--- src/rtl/ldst_issue_sched.sv ---
// In-order allocate/issue scheduler for the 4-entry load/store reservation station.
// Optional stall counter enabled with `define LDST_ISSUE_SCHED_STAT_EN.
module ldst_issue_sched #(
  parameter int ENT_NUM = 4,
  parameter int ENT_SEL = 2,
  parameter int CNT_W   = 3
) (
  input  logic               clk,
  input  logic               reset,
  input  logic               req1,
  input  logic               req2,
  output logic               allocatable,
  output logic               we1,
  output logic               we2,
  output logic [ENT_SEL-1:0] waddr1,
  output logic [ENT_SEL-1:0] waddr2,
  input  logic [ENT_NUM-1:0] ready,
  input  logic               mem_stall,
  input  logic               prmiss,
  input  logic [ENT_NUM-1:0] prbusyvec_next,
  output logic               issue_valid,
  output logic [ENT_SEL-1:0] issueaddr,
  output logic [CNT_W-1:0]   occupancy
`ifdef LDST_ISSUE_SCHED_STAT_EN
  ,
  input  logic               stat_clr,
  output logic [15:0]        stall_cnt
`endif
);

  logic [ENT_NUM-1:0][ENT_SEL-1:0] qent;
  logic [ENT_SEL-1:0]              head, tail;
  logic [CNT_W-1:0]                cnt;
  logic [ENT_NUM-1:0]              inq;

  logic               f1, f2;
  logic [CNT_W-1:0]   need, k;
  logic [ENT_NUM-1:0] inq_keep, inq_nxt;
  logic [ENT_SEL-1:0] idx;
  logic               alive;

  // Lowest and next-lowest free entries; in-flight issues are not reused this cycle.
  always_comb begin
    waddr1 = '0;
    waddr2 = '0;
    f1     = 1'b0;
    f2     = 1'b0;
    for (int i = 0; i < ENT_NUM; i++) begin
      if (!inq[i]) begin
        if (!f1) begin
          waddr1 = ENT_SEL'(i);
          f1     = 1'b1;
        end else if (!f2) begin
          waddr2 = ENT_SEL'(i);
          f2     = 1'b1;
        end
      end
    end
  end

  always_comb begin
    need        = CNT_W'(req1) + CNT_W'(req1 & req2);
    allocatable = (CNT_W'(ENT_NUM) - cnt) >= need;
    we1         = req1 & allocatable & ~prmiss;
    we2         = req1 & req2 & allocatable & ~prmiss;
    issueaddr   = qent[head];
    issue_valid = (cnt != '0) & ready[qent[head]] & ~mem_stall & ~prmiss;
    occupancy   = cnt;
  end

  // Survivors of a mispredict: the run of queue slots from head still busy.
  always_comb begin
    k        = '0;
    inq_keep = '0;
    alive    = 1'b1;
    idx      = head;
    for (int i = 0; i < ENT_NUM; i++) begin
      idx = head + ENT_SEL'(i);
      if (alive && (CNT_W'(i) < cnt) && prbusyvec_next[qent[idx]]) begin
        k                  = k + CNT_W'(1);
        inq_keep[qent[idx]] = 1'b1;
      end else begin
        alive = 1'b0;
      end
    end
  end

  always_comb begin
    inq_nxt = inq;
    if (issue_valid) inq_nxt[qent[head]] = 1'b0;
    if (we1)         inq_nxt[waddr1]     = 1'b1;
    if (we2)         inq_nxt[waddr2]     = 1'b1;
  end

  always_ff @(posedge clk) begin
    if (!reset) begin
      qent <= '0;
      head <= '0;
      tail <= '0;
      cnt  <= '0;
      inq  <= '0;
    end else if (prmiss) begin
      cnt  <= k;
      tail <= head + ENT_SEL'(k);
      inq  <= inq_keep;
    end else begin
      if (we1) qent[tail]                 <= waddr1;
      if (we2) qent[tail + ENT_SEL'(1)]   <= waddr2;
      if (issue_valid) head <= head + ENT_SEL'(1);
      tail <= tail + ENT_SEL'(we1) + ENT_SEL'(we2);
      cnt  <= cnt + CNT_W'(we1) + CNT_W'(we2) - CNT_W'(issue_valid);
      inq  <= inq_nxt;
    end
  end

`ifdef LDST_ISSUE_SCHED_STAT_EN
  always_ff @(posedge clk) begin
    if (!reset || stat_clr)
      stall_cnt <= '0;
    else if ((cnt != '0) && !issue_valid && !prmiss && (stall_cnt != 16'hFFFF))
      stall_cnt <= stall_cnt + 16'd1;
  end
`endif

endmodule

--- config.mk ---
export PLATFORM = sky130hd
export DESIGN_NAME = ldst_issue_sched
export DESIGN_NICKNAME = d
export VERILOG_FILES = /design/src/rtl/ldst_issue_sched.sv
export SDC_FILE = /design/constraint.sdc
export NUM_CORES = 1
export LEC_CHECK = 0
export ABC_AREA = 1
export ABC_CLOCK_PERIOD_IN_PS = 2950
export CORE_ASPECT_RATIO = 2
export CORE_MARGIN = 5
export CORE_UTILIZATION = 51
export DETAILED_ROUTE_END_ITERATION = 16
export PLACE_DENSITY = 0.73
export SYNTH_ARGS = -nofsm -noshare
export SYNTH_HDL_FRONTEND = slang
export SYNTH_SLANG_ARGS = --single-unit
--- constraint.sdc ---
create_clock -name clk -period 2.95 [get_ports clk]
set_input_delay 0.295 -clock clk [delete_from_list [all_inputs] [get_ports clk]]
set_output_delay 0.295 -clock clk [all_outputs]
set_load 0.02 [all_outputs]
* Word level (Yosys, flattened, before mapping)
Cells that the tools add are included.
** Storage, ports and cells
- Output and inout port bits :: 13
- Input bits :: 14
- Flip-flop bits (word level) :: 19
** Cells by class
- Reduce and logical (&&, ||, !) cells :: 17
- Bitwise operators :: 18
- $add $sub $neg :: 15
- Multiplexer cells :: 77
- Magnitude comparators :: 25
** Operators by type and width (count)
- less-than comparator 2 x 3 -> 1 bit (second input constant) :: 12
- two-way mux 2 bit :: 17
- two-way mux 4 bit :: 8
- two-way mux 8 bit :: 4
- two-way mux 1 bit :: 25
- bitwise OR 4 bit :: 5
- binary-select mux 2 bit (select 2 bit) :: 4
- bitwise mux 8 bit :: 2
- >= comparator 2 x 1 -> 1 bit (second input constant) :: 8
- logical AND 1 bit :: 15
- demux 1 bit (select 2 bit) :: 6
- two-way mux 3 bit :: 4
- binary-select mux 1 bit (select 2 bit) :: 5
- adder 3 x 1 -> 3 bit (second input constant) :: 3
- bitwise AND 1 bit :: 9
- demux 2 bit (select 2 bit) :: 2
- adder 3 x 1 -> 3 bit :: 2
- less-than comparator 1 x 3 -> 1 bit (first input constant) :: 2
- less-than comparator 2 x 3 -> 1 bit (first input constant) :: 2
- adder 2 x 1 -> 2 bit :: 2
- adder 2 x 1 -> 2 bit (second input constant) :: 2
- adder 2 bit (second input constant) :: 2
- bitwise AND 4 bit :: 1
- NOT 4 bit :: 1
- other kinds (8) :: 9

* Longest topological paths before layout
- Depth in word-level cells :: 17
- Depth in mapped cells :: 29
- Depth with buffers taken out :: 27

* Least setup slack after synthesis
Ideal clock, no wire load.
- Path kind :: register to register
- Start point :: register cnt[0] (netlist: occupancy[0])
- End point :: register cnt[2] (netlist: occupancy[2])
- Library setup time :: 0.070 ns
- Slack :: -0.757 ns
- Arrival :: 3.638 ns
- Buffers on the path :: 0
- Period minus slack after synthesis :: 3.707 ns
- Stages on the path, launching flop included :: 16
- Path through :: dfxtp_1 -> inv_1 -> ha_1 -> ha_1 -> o21ai_1 -> nand3b_1 -> nand3_2 -> nor2_1 -> inv_1 -> ha_1 -> inv_1 -> fa_1 -> fa_1 -> xnor2_1 -> nand2_1 -> a21oi_1
** Between the ends
- Elaborated cells between the ends (all ways) :: 35
** RTL lines
- start, declared :: line 33 : logic [CNT_W-1:0] cnt;
- start signal, assigned :: line 103 : cnt <= k;
- start signal, assigned :: line 111 : cnt <= cnt + CNT_W'(we1) + CNT_W'(we2) - CNT_W'(issue_valid);
- subtractor 3 bit :: line 63 : allocatable = (CNT_W'(ENT_NUM) - cnt) >= need;
- >= comparator 3 x 2 -> 1 bit :: line 63
- named net allocatable :: line 12 : output logic allocatable,
- bitwise AND 1 bit (2 in series) :: line 65 : we2 = req1 & req2 & allocatable & ~prmiss;
- named net we2 :: line 14 : output logic we2,
- adder 3 x 1 -> 3 bit :: line 111
- subtractor 3 x 1 -> 3 bit :: line 111
- two-way mux 3 bit :: line 102 : end else if (prmiss) begin
The timed path passes the listed nets, and every way through them passes these cells.
A chain may end at the register's enable or synchronous reset.

* Final worst setup path
- Start point :: register head[0]
- End point :: register tail[1]
** Between the ends
- Cells in the longest elaborated chain, start to end :: 17
- Elaborated cells between the ends (all ways) :: 38
** RTL lines
- start, declared :: line 32 : logic [ENT_SEL-1:0] head, tail;
- start signal, assigned :: line 109 : if (issue_valid) head <= head + ENT_SEL'(1);
- parallel branches: the longest is 15 deep, another holds adder 3 x 1 -> 3 bit
- adder 2 bit * :: line 104 : tail <= head + ENT_SEL'(k);
- two-way mux 2 bit * :: line 102
- end signal, assigned :: line 104
- end signal, assigned :: line 110 : tail <= tail + ENT_SEL'(we1) + ENT_SEL'(we2);
- end, declared :: line 32
Every way passes the cells marked *. The select of a mux whose other input is x is not followed.

==> metrics list <==
* Run status: finished with violations
- The final reports fail on setup timing.
- Core area: around 4300 µm²
- Counting I/O delays and the setup requirement, the final critical path takes between 3000 and 4000 ps.
- Worst Tran Pin Value: approximately 510 ps
* Async set-or-reset flop fraction in the synthesized netlist: 0%
- Post-detailed-route via-to-cell ratio: 5.39
- Most prevalent standard cell on the critical path: nand2_2
* Worst ir drop on vdd: roughly 0.00036 V
- Clock latency on the worst-skew pair, taken at its later pin, is about 260 ps.
- Summing internal, switching and leakage power gives around 1.3 mW.
- Post-route DRC violation count: 0
- The largest individual stage delay along the critical path comes from the cell dfxtp_4.
- The layer flagged by global routing as most heavily used is met2.
- After floorplanning, the core was divided into 34 placement rows.
* Startpoint kind of the worst setup timing path: flop
- Antenna violations before repair: 0
- The number of antenna diodes in the final layout is 0.
* Initial drt markers: 107
- In this run the number of H-tree levels came out at 1.
- Pin count of the biggest net entering global routing: 18
- The count of pins over their slew limit is 0.
- The initial utilization of the core area, before any placement, comes to between 50 and 60%.
* Slowest stage delay, CP: 410 ps
* Detailed Place HPWL: 5700 µm
* Part of the Yosys area used for sequential elements: between 10% and 20%
- Layout fillers: ~320
* Final worst slack: -241 ps
* Met2 layer usage reported by global route: about half
- After detailed routing, the average wire length per cell comes to between 10 and 15 µm.
- Number of synthesized register bits: 19
* Number of I/O pins: 27
- The count of nets left with antenna violations once routing finished came out at 0.
- Met3 GRT Util: 3.63%
- In this run the tightest slew margin relative to its limit is 66.1%.
- For this run, the leading register cell type out of synthesis is dfxtp_1.
- Yosys mapped a number of flops with a built-in enable equal to 0.
- # nets final: just under 500
- Count of hold buffers inserted by post-cts repair: 0
* Bufs on Longest Clock Path: 2
- Setup violations remaining at the end of the flow were counted as 5.
- The final route contains approximately 2800 vias.
- Number of max-capacitance violations reported: 0
- Horizontal die dimension: about 57 µm
- Die Height: 103 µm
- Total die area: 5830 µm²
- Overall overflow remaining after global route: 0
- CTS saw 19 sinks.
* Share of final-layout standard cells stronger than drive strength 1: 36.6%
- On the final layout, the worst clock skew is ~2.6 ps.
- GR Util met1: between 20% and 30%
* Maximum net fanout on the critical path: 8
- Data on the critical path arrives at its endpoint at ~3400 ps.
* First-pass iteration count of the detailed router: 4
* Number of distinct library cells after synthesis: a little over 40
- In the finished design, the share of the clock period the worst path needs comes to 108%.
- Based on the critical path, the design can be clocked at up to ~0.31 GHz.
- During synthesis, Yosys emitted a total of 0 warnings.
- The synthesized design spends more area on one cell type than any other, namely nand2_1.
- Power density cells: around 370 nW/µm²
* Cells taking the most area after synthesis: nand2_1 (18%), dfxtp_1 (17%), nand3_1 (9.3%), inv_1 (8.8%), ha_1 (7.9%)
* Layout overhead on the synthesized area: 54.1%
- The share of synthesized area in the top cell type comes to between 10% and 20%.
- Root Driver: clkbuf_8
* Number of hold-slack violations in the final timing report: 0
- Number of global-route vias before repair: 2781
* Kind of capture point of the worst setup path: flop
* Total GRT Usage: between 20 and 30%
- IO buf count: 26
- Setup CP Type: flop to flop
- Setup repair after global routing missed its margin: true
* Leakage power: 1.66 nW
* Detailed Route WL: between 7000 and 8000 µm
- Data required time at the worst endpoint: 3120 ps
* Cells after synthesis: between 300 and 400
- Final hold analysis gives a worst-case slack of 599 ps.
* CTS clock-pin slew for the worst setup and hold paths: about 70 ps
* Post-synthesis instance area: around 2200 µm²
- First-pass GRT wire length: about 12000 µm
* CTS Buf Count: 3
- Worst min-delay path category: flop to flop
- After synthesis, the mean cell area works out to ~6.0 µm².
- TritonCTS built the clock tree.
* Routability cong.: between 0.9 and 1
- Nets in the synthesized netlist: between 400 and 500
-- through the flow --
step                      instance area [µm²]  instances  utilization, %  setup WS [ps]  setup TNS (ps)
after CTS                                3180        508            74.0           -260            -501
after detailed placement                 3040        497            70.8           -410           -1060
after global routing                     3410        513            79.3           -477           -1730
final                                    3410        513            79.3           -241            -586
after floorplan                          2370        371               -           -126            -323
after global placement                   3040        497            70.8           -261            -605
-- cell usage in the layout, fill, tap and decap left out, types with 15 or more instances in the layout --
master,count
o21ai_0,17
nor2_1,20
buf_4,59
dfxtp_1,15
nand3_1,36
clkdlybuf4s50_1,25
nand2_2,27
inv_1,43
nand2_1,85
-- final timing paths --
kind / from / end / slack (ps) / cells after the start
worst min-delay path: inq[3] / inq[3] / 600 / 4
worst max register to register: head[0] / tail[1] / -240 / 28
worst max-delay path: head[0] / tail[1] / -240 / 28
worst min register to register: inq[3] / inq[3] / 600 / 4
-- cells by family (layout without fill, tap and decap cells) --
kind of cell / Yosys count / after routing / share of synthesized area (%)
flops: 19 / 19 / 17.2
xor+xnor: 3 / 3 / 1.19
fa+ha+maj: 17 / 17 / 10.6
simple gates: 218 / 218 / 45.3
compound gates: 49 / 49 / 12.7
buf+inv: 65 / 153 / 12.9
-- registers in the layout, indices dropped and copies added (netlist names) --
name / flops
head: 2
inq: 4
occupancy: 3
qent: 8
tail: 2
-- synth_stat cells, types with 4 or more instances --
library cell / n
a21oi_1: 13
dfxtp_1: 19
ha_1: 14
inv_1: 52
inv_2: 4
nand2_1: 108
nand2_2: 13
nand3_1: 41
nor2_1: 26
nor3_1: 12
o21ai_0: 17
o21ai_1: 6
-- metal layers --
layer  routed length (µm)  up-vias
met5                    0        -
met4                  560        0
met3                  256       48
met2                 4100       90
met1                 2520     1260
li1                     -     1365
-- layout make-up --
cell class                      instances  area [µm²]  area share (%)
Multi-Input combinational cell        287        1900            55.7
Clock buffer                            3        41.3            1.21
Tap cell                               54        67.6            1.98
Sequential cell                        19         393            11.5
Timing Repair inverter                  1        6.26           0.184
Timing Repair Buffer                   90         762            22.4
Inverter                               58         235            6.90
Clock inverter                          1        5.00           0.147
-- power by group --
group / internal, mW / switching [mW]
Combinational: 0.346 / 0.435
Clock: 0.0941 / 0.0902
Sequential: 0.279 / 0.0278
Total: 0.719 / 0.553
-- repair_timing --
action	CTS	global route
hold endpoints to repair	0	0
pin swaps	14	17
gates resized for setup	14	45
setup buffers	7	4
gates cloned	0	1
endpoints found under the setup margin	5	10
-- critical path: cells and delay by family (launching register included) --
family / cells / cell delay (ps)
compound gates: 2 / 180
buf+inv: 7 / 600
xor+xnor: 1 / 130
fa+ha+maj: 2 / 410
flops: 1 / 410
simple gates: 16 / 1390
Power figures use the tool's default switching activity.
